### src/rtl/irrigation_event_receiver.sv
// irrigation_event_receiver: validates Gray-flagged comparator samples and drives the confirm/irrigate/hold-off valve cycle.
// Optional build macro GRAY_ADJ_CHECK_EN: a sample whose flag differs from the previously accepted flag in more than one bit is untrusted.
module irrigation_event_receiver #(
  parameter int CONFIRM_CNT     = 4,
  parameter int IRRIGATE_CYCLES = 1000,
  parameter int HOLDOFF_CYCLES  = 200,
  parameter int CNT_W           = 16
) (
  input  logic       clk,
  input  logic       rst,
  input  logic       in_valid,
  output logic       in_ready,
  input  logic       event_in,
  input  logic [2:0] flag_in,
  output logic       valve_open,
  output logic [2:0] active_sensors,
  output logic [1:0] state,
  output logic       err_flag,
  output logic [7:0] evt_count
);
  typedef enum logic [1:0] {IDLE = 2'd0, CONFIRM = 2'd1, IRRIGATE = 2'd2, HOLDOFF = 2'd3} state_t;
  state_t           state_q, state_d;
  logic [3:0]       conf_q, conf_d;
  logic [CNT_W-1:0] timer_q, timer_d;
  logic             valve_q, err_q;
  logic [2:0]       sens_q;
  logic [7:0]       evt_q;
  logic [2:0]       bin;
  logic             xfer, far, pos, neg;
  assign bin      = {flag_in[2], flag_in[2] ^ flag_in[1], flag_in[2] ^ flag_in[1] ^ flag_in[0]};
  assign in_ready = state_q != HOLDOFF;
  assign xfer     = in_valid && in_ready;
`ifdef GRAY_ADJ_CHECK_EN
  logic [2:0] prev_q;
  logic       seen_q;
  assign far = seen_q && ($countones(prev_q ^ flag_in) > 1);
  // remember the last accepted raw flag; the first sample after reset has nothing to compare against
  always_ff @(posedge clk or posedge rst)
    if (rst) begin
      prev_q <= 3'd0;
      seen_q <= 1'b0;
    end else if (xfer) begin
      prev_q <= flag_in;
      seen_q <= 1'b1;
    end
`else
  assign far = 1'b0;
`endif
  assign pos = event_in && bin != 3'd0 && !far;
  assign neg = !event_in && bin == 3'd0 && !far;
  // next-state: confirmation run, bounded irrigation and hold-off, sharing one down-counter
  always_comb begin
    state_d = state_q;
    conf_d  = conf_q;
    timer_d = timer_q == '0 ? timer_q : timer_q - CNT_W'(1);
    case (state_q)
      IDLE:
        if (xfer && pos) begin
          state_d = CONFIRM;
          conf_d  = 4'd1;
        end
      CONFIRM:
        if (xfer) begin
          if (!pos) begin
            state_d = IDLE;
            conf_d  = 4'd0;
          end else if (conf_q + 4'd1 == 4'(CONFIRM_CNT)) begin
            state_d = IRRIGATE;
            conf_d  = 4'd0;
            timer_d = CNT_W'(IRRIGATE_CYCLES - 1);
          end else conf_d = conf_q + 4'd1;
        end
      IRRIGATE:
        if (timer_q == '0 || (xfer && neg)) begin
          state_d = HOLDOFF;
          timer_d = CNT_W'(HOLDOFF_CYCLES - 1);
        end
      default:
        if (timer_q == '0) state_d = IDLE;
    endcase
  end
  // FSM state, confirmation count and phase timer
  always_ff @(posedge clk or posedge rst)
    if (rst) begin
      state_q <= IDLE;
      conf_q  <= 4'd0;
      timer_q <= '0;
    end else begin
      state_q <= state_d;
      conf_q  <= conf_d;
      timer_q <= timer_d;
    end
  // registered outputs: valve follows the next state so it opens right after the confirming edge
  always_ff @(posedge clk or posedge rst)
    if (rst) begin
      valve_q <= 1'b0;
      err_q   <= 1'b0;
      sens_q  <= 3'd0;
      evt_q   <= 8'd0;
    end else begin
      valve_q <= state_d == IRRIGATE;
      err_q   <= xfer && !pos && !neg;
      sens_q  <= xfer ? bin : sens_q;
      evt_q   <= (state_d == IRRIGATE && state_q != IRRIGATE && evt_q != 8'hFF) ? evt_q + 8'd1 : evt_q;
    end
  assign valve_open     = valve_q;
  assign err_flag       = err_q;
  assign active_sensors = sens_q;
  assign evt_count      = evt_q;
  assign state          = state_q;
endmodule

### config.mk
export PLATFORM = sky130hd
export DESIGN_NAME = irrigation_event_receiver
export DESIGN_NICKNAME = d
export VERILOG_FILES = /design/src/rtl/irrigation_event_receiver.sv
export SDC_FILE = /design/constraint.sdc
export NUM_CORES = 1
export LEC_CHECK = 0
export BUFFER_PORTS_ARGS = -buffer_cell sky130_fd_sc_hd__buf_2
export CORE_AREA = 2 2 64 66
export DETAILED_ROUTE_END_ITERATION = 6
export DIE_AREA = 0 0 66 68
export PLACE_DENSITY_LB_ADDON = 0.05
export SLEW_MARGIN = 25
export SYNTH_ARGS = -nofsm -noshare
export SYNTH_HDL_FRONTEND = slang
export SYNTH_SLANG_ARGS = --single-unit
### constraint.sdc
create_clock -name clk -period 3.3 [get_ports clk]
set_clock_uncertainty 0.15 [all_clocks]
set_input_delay 0.165 -clock clk [delete_from_list [all_inputs] [get_ports clk]]
set_output_delay 0.165 -clock clk [all_outputs]
set_load 0.02 [all_outputs]
### Yosys cells after proc, flatten, opt, wreduce, memory -nomap -nowiden

Cells that the tools add are included.

* ROM bits: 0
* output and inout port bits: 16
* input bits: 7
* bits in registers: 35
* memories kept: 0
* bits in writable memories: 0
* bits in latches: 0

* add/sub/neg operators: 3
* mux-type cells: 18
* reduce and logical (&&, ||, !) cells: 19
* equal/unequal tests: 9
* $lt $le $gt $ge: 0
* multipliers: 0
* div/mod/pow operators: 0
* bitwise logic cells: 2
* shift-type cells: 0

Operator list (count)
* 16-bit 2-to-1 mux: 5
* 16-bit one-hot mux with 2 select lines: 1
* 16-bit zero test: 1
* 4-bit 2-to-1 mux: 4
* 16-bit by 1-bit subtractor with 16-bit output (second input constant): 1
* 2-bit 2-to-1 mux: 6
* 1-bit logical AND: 9
* 8-bit by 1-bit adder with 8-bit output (second input constant): 1
* 2-bit != test (second input constant): 4
* 8-bit != test (second input constant): 1
* 4-bit one-hot mux with 2 select lines: 1
* 2-bit one-hot mux with 3 select lines: 1
* 4-bit by 1-bit adder with 4-bit output (second input constant): 1
* 2-bit equality test (second input constant): 2
* 4-bit by 3-bit equality test with 1-bit output (second input constant): 1
* 1-bit zero test: 3
* 3-bit zero test: 1
* 3-bit AND reduction: 1
* 3-bit nonzero test: 1
* 2-bit by 1-bit equality test with 1-bit output (second input constant): 1
* 2-bit zero test: 1
* 2-bit nonzero test: 1
* 1-bit bitwise XOR: 2
* 1-bit logical OR: 1

### Depth between registers and ports, before layout

Gate-level depths: netlist of run 1.

* depth after elaboration: 11
* mapped depth: 10

### Least setup slack after synthesis of run 1

OpenSTA, ideal clock, no wires.

* path kind: reg-to-reg
* start point: register state_q[0], in the netlist state[0]
* end point: register evt_q[1], in the netlist evt_count[1]
* data arrival time: 2226 ps
* slack: 799 ps
* clock period less this slack: 2501 ps
* setup time: 125 ps
* stages on the path, launching flop included: 10
* path through: dfrtp_1 -> inv_1 -> ha_1 -> buf_6 -> nor2_1 -> a21oi_1 -> a311oi_2 -> a41oi_4 -> nor3_2 -> mux2_4

* longest elaborated chain between the ends: 9
* elaborated cells between the ends (all ways): 19
* those cells by class: 5 x eq/ne; 7 x mux; 7 x reduce/logical

RTL lines
* start, declared: RTL line 22 `state_t state_q, state_d;`
* start signal, assigned: RTL line 89 `state_q <= state_d;`
* 2-bit != test: RTL line 31 `assign in_ready = state_q != HOLDOFF;`
* 1-bit logical AND: RTL line 32 `assign xfer = in_valid && in_ready;`
* 1-bit logical AND: RTL line 74 `if (timer_q == '0 || (xfer && neg)) begin`
* 1-bit logical OR: RTL line 74
* 2-bit 2-to-1 mux: RTL line 74
* 2-bit one-hot mux with 3 select lines *: RTL line 56 `case (state_q)`
* net state_d[0]: RTL line 22
* 2-bit equality test *: RTL line 104 `evt_q <= (state_d == IRRIGATE && state_q != IRRIGATE && evt_q != 8'hFF) ? evt_q + 8'd1 : evt_q;`
* 1-bit logical AND * (2 in a row): RTL line 104
* end signal, assigned: RTL line 104
* end, declared: RTL line 27 `logic [7:0] evt_q;`

The timed path passes the listed nets; every way through them passes the cells marked *.
A chain may end at the register's enable or synchronous reset.

### Worst setup path after layout of run 1

* start point: input port flag_in[2]
* end point: register evt_q[1], in the netlist evt_count[1]

* longest elaborated chain between the ends: 11
* elaborated cells between the ends (all ways): 17
* those cells by class: 1 x eq/ne; 5 x mux; 2 x bitwise; 9 x reduce/logical

RTL lines
* start, declared: RTL line 14 `input logic [2:0] flag_in,`
* 1-bit bitwise XOR (2 in a row): RTL line 30 `assign bin = {flag_in[2], flag_in[2] ^ flag_in[1], flag_in[2] ^ flag_in[1] ^ flag_in[0]};`
* 3-bit zero test: RTL line 50 `assign neg = !event_in && bin == 3'd0 && !far;`
* 1-bit logical AND: RTL line 50
* 1-bit logical AND: RTL line 74
* 1-bit logical OR: RTL line 74
* 2-bit 2-to-1 mux: RTL line 74
* 2-bit one-hot mux with 3 select lines *: RTL line 56
* net state_d[0]: RTL line 22
* 2-bit equality test *: RTL line 104
* 1-bit logical AND * (2 in a row): RTL line 104

Marked as above.

==> results_dict.tcl, run 1 <==
set metrics [dict create \
    worst_pin_slew_ns 0.607 \
    yosys_warnings 0 \
    hold_buffers 2 \
    max_freq_ghz 0.363 \
    viasPerCell 5.53 \
    synth_flop_cell "dfrtp_1" \
    synth_seq_cells 35 \
    power_frac_clock_pct 16.5 \
    slew-limit-headroom_pct 59.5 \
    grt_pass1_vias 1589 \
    power_leakage_uw 0.00108 \
    seq_area_frac_synth_pct 41.7 \
    p_int_uw 1290 \
    ir_worst_vdd_uv 531 \
    maxCapViolations 0 \
    port_buffers 22 \
    cts.clk_slew.worst_paths_ns 0.08 \
    synth.most_common_cell "dfrtp_1" \
    outcome "finished clean" \
    grt_usage_pct 21.1 \
    cts.repair.resized 0 \
    synthTopCellsByArea "dfrtp_1 42%, ha_1 6.0%, xor2_1 5.4%" \
    wl_per_cell_um 13.9 \
    nNetsFinal 264 \
    drtIter0Drc 100 \
    fin_tns_setup_ns 0 \
    cts.path.max_buffers 2 \
    p_sw_uw 1050 \
    seq_power_share_pct 32.7 \
    io_pins 23 \
    clock-sinks 35 \
    num_vias 1648 \
    grt_pass1_wl_um 7050 \
    drc_errors 0 \
    cp_max_fo 9 \
    dieWidth_um 66 \
    row_count 23 \
    antenna_found_initial 0 \
    min_period_ns 2.75 \
    maxSlewViolCount 0 \
    diodes 0 \
    fp.coreArea_mm2 0.00386 \
    avgSynthCellArea_um2 9.54 \
    overflow 0 \
    cts_setup_buffers 0 \
    synth_nets 237 \
    fill_cells 350 \
    layout-drive-gt1-share_pct 19.0 \
    arrival_ns 2.78 \
    area_growth_pct 13.5 \
    setup_violations 0 \
    netlist.area_leader.share_pct 41.7 \
    netlist_top_cells_count "35 x dfrtp_1, 21 x nor2_1, 18 x nand2_1" \
    startpoint_type "primary input" \
    dp_hpwl_um 3010 \
    end_kind "register" \
    dieArea_mm2 0.00449 \
    sw_frac_of_total_pct 44.8 \
    drtPass1Iterations 4 \
    syn-cell-area_mm2 0.00210 \
    ys_types 44 \
    p_per_area_mw_per_mm2 984 \
    final_core_util_pct 61.7 \
    synthCells 220 \
    drt-total-wl_um 4150 \
    seq_area_um2 876 \
    comb_power_share_pct 50.8 \
    rsz0062_at_grt "no" \
    dieHeight_um 68 \
    crit_type "primary input to register" \
    grt_max_degree 36 \
    hold_viol 0 \
    synth_top_area_cell "dfrtp_1" \
    start_util_pct 54.4 \
    fin_crit_sh_pct 83.4 \
    place.gp.congestion 0.839 \
    root_buffer "clkbuf_8" \
    min_path_type "primary input to register" \
    htreeDepth 2 \
    postRouteAntennaNets 0 \
    cts_buffers 5 \
    multiInputGateArea_mm2 0.00115 \
    synth_edf_count 0 \
    synth-async-reset-ratio_pct 100 \
    clock_latency_ns 0.29 \
    cts_tree "done" \
    crit_required_ns 3.33 \
]
==> state kept, by name, indices dropped and copies added, names as in the netlist <==
register	cells
state	2
conf_q	4
evt_count	8
valve_open	1
active_sensors	3
err_flag	1
timer_q	16
==> layout by cell type, fill, tap and decap left out, types with 8 or more instances in the layout <==
cell type,count
a21oi_1,14
xor2_1,13
buf_2,22
nand3_1,8
o21ai_0,13
inv_1,10
nand2_1,18
nor2_1,21
dfrtp_1,35
ha_1,10
==> critical path, cell delays in order <==
cell and delay [ns]:
dlygate4sd3_1 0.53, buf_2 0.15, xnor2_1 0.20, ha_1 0.19
nor2b_2 0.17, nor2_1 0.14, a311oi_2 0.37, a41oi_4 0.24
nor3_2 0.30, mux2_4 0.33
==> power by group through the flow <==
stage / clock network (uW) / logic (uW) / registers, uW
2_1_floorplan: 0 / 883 / 811
3_3_place_gp: 0 / 1160 / 758
3_5_place_dp: 0 / 1180 / 768
4_1_cts: 398 / 1190 / 763
5_1_grt: 420 / 1330 / 791
6_report: 386 / 1190 / 766
==> area by class of cell <==
cell class / count / share of cell area, %
multi-input combinational: 169 / 48.2
sequential: 35 / 36.8
timing repair buffer: 26 / 6.10
clock buffer: 5 / 2.89
tap: 50 / 2.63
clock inverter: 3 / 1.84
inverter: 10 / 1.58
==> metal layers <==
| metal | share of wire [%] | global-route usage [%] | up-vias |
|---|---|---|---|
| met3 | 2.8 | 4.93 | 6 |
| met4 | 1.9 | 10.2 | 0 |
| met5 | 0 | 0 | - |
| li1 | - | - | 834 |
| met1 | 48 | 26.5 | 770 |
| met2 | 47 | 34.5 | 38 |
==> worst paths after layout <==
check / startpoint / slack, ns / to / depth (start not counted)
worst min register to register: evt_count[5]$_DFFE_PP0P_ / 0.33 / evt_count[5]$_DFFE_PP0P_ / 1
worst max register to register: timer_q[0]$_DFF_PP0_ / 0.60 / evt_count[1]$_DFFE_PP0P_ / 8
worst max-delay path: flag_in[2] / 0.55 / evt_count[1]$_DFFE_PP0P_ / 10
max in group asynchronous: rst / 2.31 / conf_q[0]$_DFFE_PP0P_ / 4
min in group asynchronous: rst / 0.37 / evt_count[7]$_DFFE_PP0P_ / 4
worst min-delay path: flag_in[1] / 0.05 / active_sensors[1]$_DFFE_PP0N_ / 3
==> stage by stage <==
stage          instances  total power [uW]  setup slack [ns]  hold WS (ns)  instance area (um^2)
2_1_floorplan        220              1690             0.799         0.120                  2100
3_3_place_gp         288              1910             0.767         0.129                  2250
3_5_place_dp         288              1950             0.644         0.136                  2250
4_1_cts              298              2350             0.549        0.0512                  2380
5_1_grt              298              2540             0.399        0.0495                  2380
6_report             298              2340             0.549        0.0512                  2380
==> cells by family after synthesis <==
family	synth area share [%]
AND/OR/NAND/NOR	25.1
AO/OA/AOI/OAI	14.0
flip-flops	41.7
XOR/XNOR	8.35
buffers and inverters	3.58
adder cells (fa/ha/maj)	5.96
multiplexers	1.25
(Power assumes the default switching activity.)
==> run 2, diff against run 1 <==
==> constraint.sdc (replaced) <==
create_clock -name clk -period 2.81 [get_ports clk]
set_clock_uncertainty 0.15 [all_clocks]
set_input_delay 0.1405 -clock clk [delete_from_list [all_inputs] [get_ports clk]]
set_output_delay 0.1405 -clock clk [all_outputs]
set_load 0.02 [all_outputs]
==> results_dict.tcl, run 2 (synthesis gave the netlist of run 1 again) <==
set metrics [dict create \
    crit_path_max_incr_delay_ns 0.53 \
    critical_path_depth 10 \
    grt_busiest_layer "met2" \
    sw_frac_of_total_pct 45.3 \
    p_int_uw 1560 \
    end_kind "register" \
    seq_power_share_pct 31.6 \
    grt_usage_pct 22.5 \
    dpl_cell_area_mm2 0.00227 \
    diodes 0 \
    num_vias 1705 \
    path_cells "dlygate4sd3_1 -> buf_2 -> xnor2_2 -> ha_1 -> nor2b_2 -> nor2_1 -> a311oi_2 -> a41oi_4 -> nor3_4 -> mux2_4" \
    antenna_found_initial 0 \
    dieWidth_um 66 \
    maxSlewViolCount 0 \
    drtPass1Iterations 4 \
    arrival_ns 2.67 \
    clock_latency_ns 0.29 \
    worst_pin_slew_ns 0.544 \
    drt-total-wl_um 4360 \
    dieArea_mm2 0.00449 \
    slew-limit-headroom_pct 63.4 \
    postRouteAntennaNets 0 \
    rsz0062_at_grt "no" \
    grt_pass1_vias 1709 \
    min_path_type "primary input to register" \
    hold_viol 0 \
    grt_pass1_wl_um 7680 \
    grtUsageMet1_pct 27.3 \
    min_period_ns 2.65 \
    design_area_mm2 0.00245 \
    cts_buffers 5 \
    fp.coreArea_mm2 0.00386 \
    grt_max_degree 36 \
    maxCapViolations 0 \
    viasPerCell 5.65 \
    use_met2_pct 40.2 \
    p_per_area_mw_per_mm2 1160 \
    setup_violations 0 \
    root_buffer "clkbuf_8" \
    drc_errors 0 \
    met3_usage_pct 4.77 \
    fin_crit_sh_pct 94.3 \
    holdPathStages 3 \
    largest_reg_flops 16 \
    overflow 0 \
    power_leakage_uw 0.00111 \
    startpoint_type "primary input" \
    reg2regPathDepth 8 \
    cts.path.max_buffers 2 \
    cpLargestDelayFamily "buffers and inverters" \
    top_register "timer_q" \
    final_common_cell "dfrtp_1" \
    row_count 23 \
    max_freq_ghz 0.377 \
    cp_num_buf_inv 2 \
    htreeDepth 2 \
    p_sw_uw 1290 \
    outcome "finished clean" \
    dieHeight_um 68 \
    crit_type "primary input to register" \
    crit_required_ns 2.83 \
    cp_max_fo 7 \
    place.gp.congestion 0.858 \
    final_cell_mix "35 x dfrtp_1, 22 x buf_2, 21 x nor2_1, 18 x nand2_1, 14 x a21oi_1" \
    start_util_pct 54.4 \
    dp_hpwl_um 3180 \
    fin_tns_setup_ns 0 \
    comb_power_share_pct 52.5 \
    wl_per_cell_um 14.4 \
    critPathSlowestCell "dlygate4sd3_1" \
    layout-drive-gt1-share_pct 21.4 \
    ir_worst_vdd_uv 557 \
    cts.clk_slew.worst_paths_ns 0.07 \
    cts_tree "done" \
    nNetsFinal 268 \
    io_pins 23 \
    area_growth_pct 16.6 \
    port_buffers 22 \
    clock-sinks 35 \
    power_frac_clock_pct 15.9 \
    drtIter0Drc 87 \
]
-- run 2: per-stage QoR --
step / util [%] / hold WS (ns) / setup slack, ns / total power [uW] / std cells
final: 63.4 / 0.0109 / 0.161 / 2850 / 302
after global routing: 63.4 / 0.0292 / 0.0113 / 3100 / 302
after CTS: 62.3 / 0.0253 / 0.0582 / 2810 / 301
after detailed placement: 58.9 / 0.120 / 0.233 / 2350 / 291
after global placement: 58.9 / 0.102 / 0.345 / 2280 / 291
after floorplan: - / 0.0959 / 0.309 / 1990 / 220
-- run 2: layout make-up --
class / instances / area [um^2]
sequential: 35 / 876
timing repair buffer: 29 / 168
clock buffer: 5 / 68.8
fill: 341 / 1410
multi-input combinational: 170 / 1190
tap: 50 / 62.6
inverter: 10 / 37.5
clock inverter: 3 / 43.8
-- run 2: final timing paths --
path	endpoint	slack, ns	startpoint
max	evt_count[1]$_DFFE_PP0P_	0.16	flag_in[2]
min	active_sensors[1]$_DFFE_PP0N_	0.01	flag_in[1]
max reg2reg	evt_count[1]$_DFFE_PP0P_	0.23	state[0]$_DFF_PP0_
min reg2reg	evt_count[5]$_DFFE_PP0P_	0.33	evt_count[5]$_DFFE_PP0P_
max in group asynchronous	timer_q[8]$_DFF_PP0_	1.85	rst
min in group asynchronous	timer_q[14]$_DFF_PP0_	0.33	rst
-- run 2: worst register-to-register path, stage by stage, from the launching register on --
cell and delay [ns]:
dfrtp_1 0.45, inv_1 0.14, ha_1 0.31, nor2_1 0.13
a21oi_1 0.09, a311oi_2 0.39, a41oi_4 0.24, nor3_4 0.26
mux2_4 0.32
-- run 2: layer usage --
layer,up-vias,part of all wire [%]
li1,844,-
met1,820,45
met2,34,50
met3,7,3.3
met4,0,1.4
met5,-,0
-- run 2: timing repair --
item | in CTS | in global routing
gates resized for setup | 0 | 4
hold buffers | 2 | 0
setup endpoints to repair | 0 | 4
buffers inserted | 0 | 0
endpoints found under the hold margin | 36 | 0
-- run 2: power by group through the flow --
stage	clock [uW]	sequential (uW)	combinational [uW]
detailed placement	0	903	1440
global route	488	932	1680
global placement	0	892	1390
CTS	465	896	1450
finish	454	900	1500
floorplan	0	952	1040
==> run 3, diff against run 2 <==
--- a/config.mk
+++ b/config.mk
@@ -10,6 +10,7 @@
 export DETAILED_ROUTE_END_ITERATION = 6
 export DIE_AREA = 0 0 66 68
 export PLACE_DENSITY_LB_ADDON = 0.05
+export REMOVE_ABC_BUFFERS = 1
 export SLEW_MARGIN = 25
 export SYNTH_ARGS = -nofsm -noshare
 export SYNTH_HDL_FRONTEND = slang
==> results_dict.tcl, run 3 (synthesis gave the netlist of run 1 again) <==
set metrics [dict create \
    io_pins 23 \
    whs_ns 0.0336 \
    dp_hpwl_um 3400 \
    fin_crit_sh_pct 95.2 \
    fp.coreArea_mm2 0.00386 \
    final_cell_mix "35 x dfrtp_1, 22 x buf_2, 21 x nor2_1, 18 x nand2_1, 14 x a21oi_1" \
    viasPerCell 5.68 \
    maxCapViolations 0 \
    drtIter0Drc 101 \
    largest_reg_flops 16 \
    sw_frac_of_total_pct 46.1 \
    cts.path.max_buffers 2 \
    min_period_ns 2.68 \
    grt_pass1_vias 1624 \
    min_path_type "primary input to register" \
    clock-sinks 35 \
    ir_worst_vdd_uv 656 \
    p_int_uw 1480 \
    reg2regPathDepth 9 \
    path_cells "dlygate4sd3_1 -> buf_2 -> xnor2_1 -> ha_1 -> nor2b_2 -> nor2_1 -> a311oi_2 -> buf_4 -> a41oi_4 -> nor3_4 -> mux2_4" \
    grt_pass1_wl_um 7380 \
    grt_max_degree 21 \
    place.gp.congestion 0.801 \
    cts_buffers 5 \
    critPathSlowestCell "dlygate4sd3_1" \
    dieHeight_um 68 \
    cts.clk_slew.worst_paths_ns 0.06 \
    max_freq_ghz 0.374 \
    start_util_pct 54.4 \
    crit_required_ns 2.83 \
    hold_viol 0 \
    r2r_slack_ns 0.31 \
    diodes 0 \
    cp_max_fo 7 \
    row_count 23 \
    power_leakage_uw 0.00109 \
    dieWidth_um 66 \
    num_vias 1711 \
    top_register "timer_q" \
    postRouteAntennaNets 0 \
    port_buffers 22 \
    wl_per_cell_um 15.0 \
    overflow 0 \
    nNetsFinal 269 \
    end_kind "register" \
    final_common_cell "dfrtp_1" \
    fill_cells 342 \
    outcome "finished clean" \
    startpoint_type "primary input" \
    clock_latency_ns 0.28 \
    cts_tree "done" \
    layout-drive-gt1-share_pct 19.5 \
    area_growth_pct 14.1 \
    p_sw_uw 1260 \
    worst_pin_slew_ns 0.602 \
    dieArea_mm2 0.00449 \
    slew-limit-headroom_pct 59.8 \
    dpl.cell_count 291 \
    arrival_ns 2.69 \
    htreeDepth 2 \
    crit_type "primary input to register" \
    antenna_found_initial 0 \
    drt-total-wl_um 4510 \
    maxSlewViolCount 0 \
    grt_usage_pct 21.7 \
    crit_path_max_incr_delay_ns 0.53 \
    power_frac_clock_pct 12.0 \
    drtPass1Iterations 4 \
    holdPathStages 3 \
    drc_errors 0 \
    seq_power_share_pct 32.8 \
    comb_power_share_pct 55.2 \
    p_per_area_mw_per_mm2 1140 \
    fin_cells 301 \
    root_buffer "clkbuf_8" \
    setup_violations 0 \
]
## run 3: cell count changes in the layout (fill, tap and decap cells not counted)
cell	before	now
buf_4	5	6
bufinv_16	1	0
clkbuf_1	0	1
clkinv_2	1	0
clkinv_4	1	0
nor4_1	5	7
nor4_2	5	3
xnor2_1	6	7
xnor2_2	1	0
## run 3: cell type report
type	count	area, um^2	area share, %
tap	50	62.6	2.61
sequential	35	876	36.6
multi-input combinational	170	1170	48.9
timing repair buffer	30	175	7.32
clock buffer	6	72.6	3.03
inverter	10	37.5	1.57
## run 3: worst paths after layout
kind | startpoint | endpoint
hold / removal | flag_in[1] | active_sensors[1]$_DFFE_PP0N_
setup reg to reg | timer_q[0]$_DFF_PP0_ | timer_q[1]$_DFF_PP0_
max in group asynchronous | rst | conf_q[2]$_DFFE_PP0P_
hold reg to reg | evt_count[5]$_DFFE_PP0P_ | evt_count[5]$_DFFE_PP0P_
min in group asynchronous | rst | evt_count[0]$_DFFE_PP0P_
setup / recovery | flag_in[2] | evt_count[1]$_DFFE_PP0P_
## run 3: power by group through the flow
stage          Combinational, uW  Clock, uW  Sequential [uW]
2_1_floorplan               1000          0              952
3_3_place_gp                1380          0              890
3_5_place_dp                1440          0              903
4_1_cts                     1460        339              898
5_1_grt                     1690        357              925
6_report                    1510        328              899
## run 3: timing repair
item	in CTS	in global routing
hold buffers	2	0
hold endpoints to repair	16	0
buffers inserted	0	1
resized for setup	0	1
setup endpoints to repair	0	6
## run 3: metrics by stage
| step | worst slack, ns | util, % | power (uW) | setup TNS, ns | instance area (um^2) |
|---|---|---|---|---|---|
| 5_1_grt | -0.00937 | 62.1 | 2970 | -0.0126 | 2390 |
| 2_1_floorplan | 0.297 | - | 1960 | 0 | 2060 |
| 4_1_cts | 0.0206 | 61.3 | 2690 | 0 | 2360 |
| 6_report | 0.134 | 62.1 | 2740 | 0 | 2390 |
| 3_3_place_gp | 0.389 | 58.9 | 2270 | 0 | 2270 |
| 3_5_place_dp | 0.280 | 58.9 | 2350 | 0 | 2270 |
## run 3: worst max-delay path, delay by kind of cell
family,cells,cell delay [ns]
buffers and inverters,3,0.86
and+or+nand+nor,3,0.60
muxes,1,0.32
xor gates and xnor gates,1,0.20
adders and majority gates,1,0.20
AOI/OAI and AO/OA,2,0.37
## run 3: metal layers
metal | wire (um) | up-vias | GRT usage (%)
met5 | 0 | - | 0
met4 | 40 | 0 | 5.36
met3 | 163 | 5 | 5.92
met2 | 2210 | 30 | 35.9
met1 | 2090 | 831 | 28.6
li1 | - | 845 | -
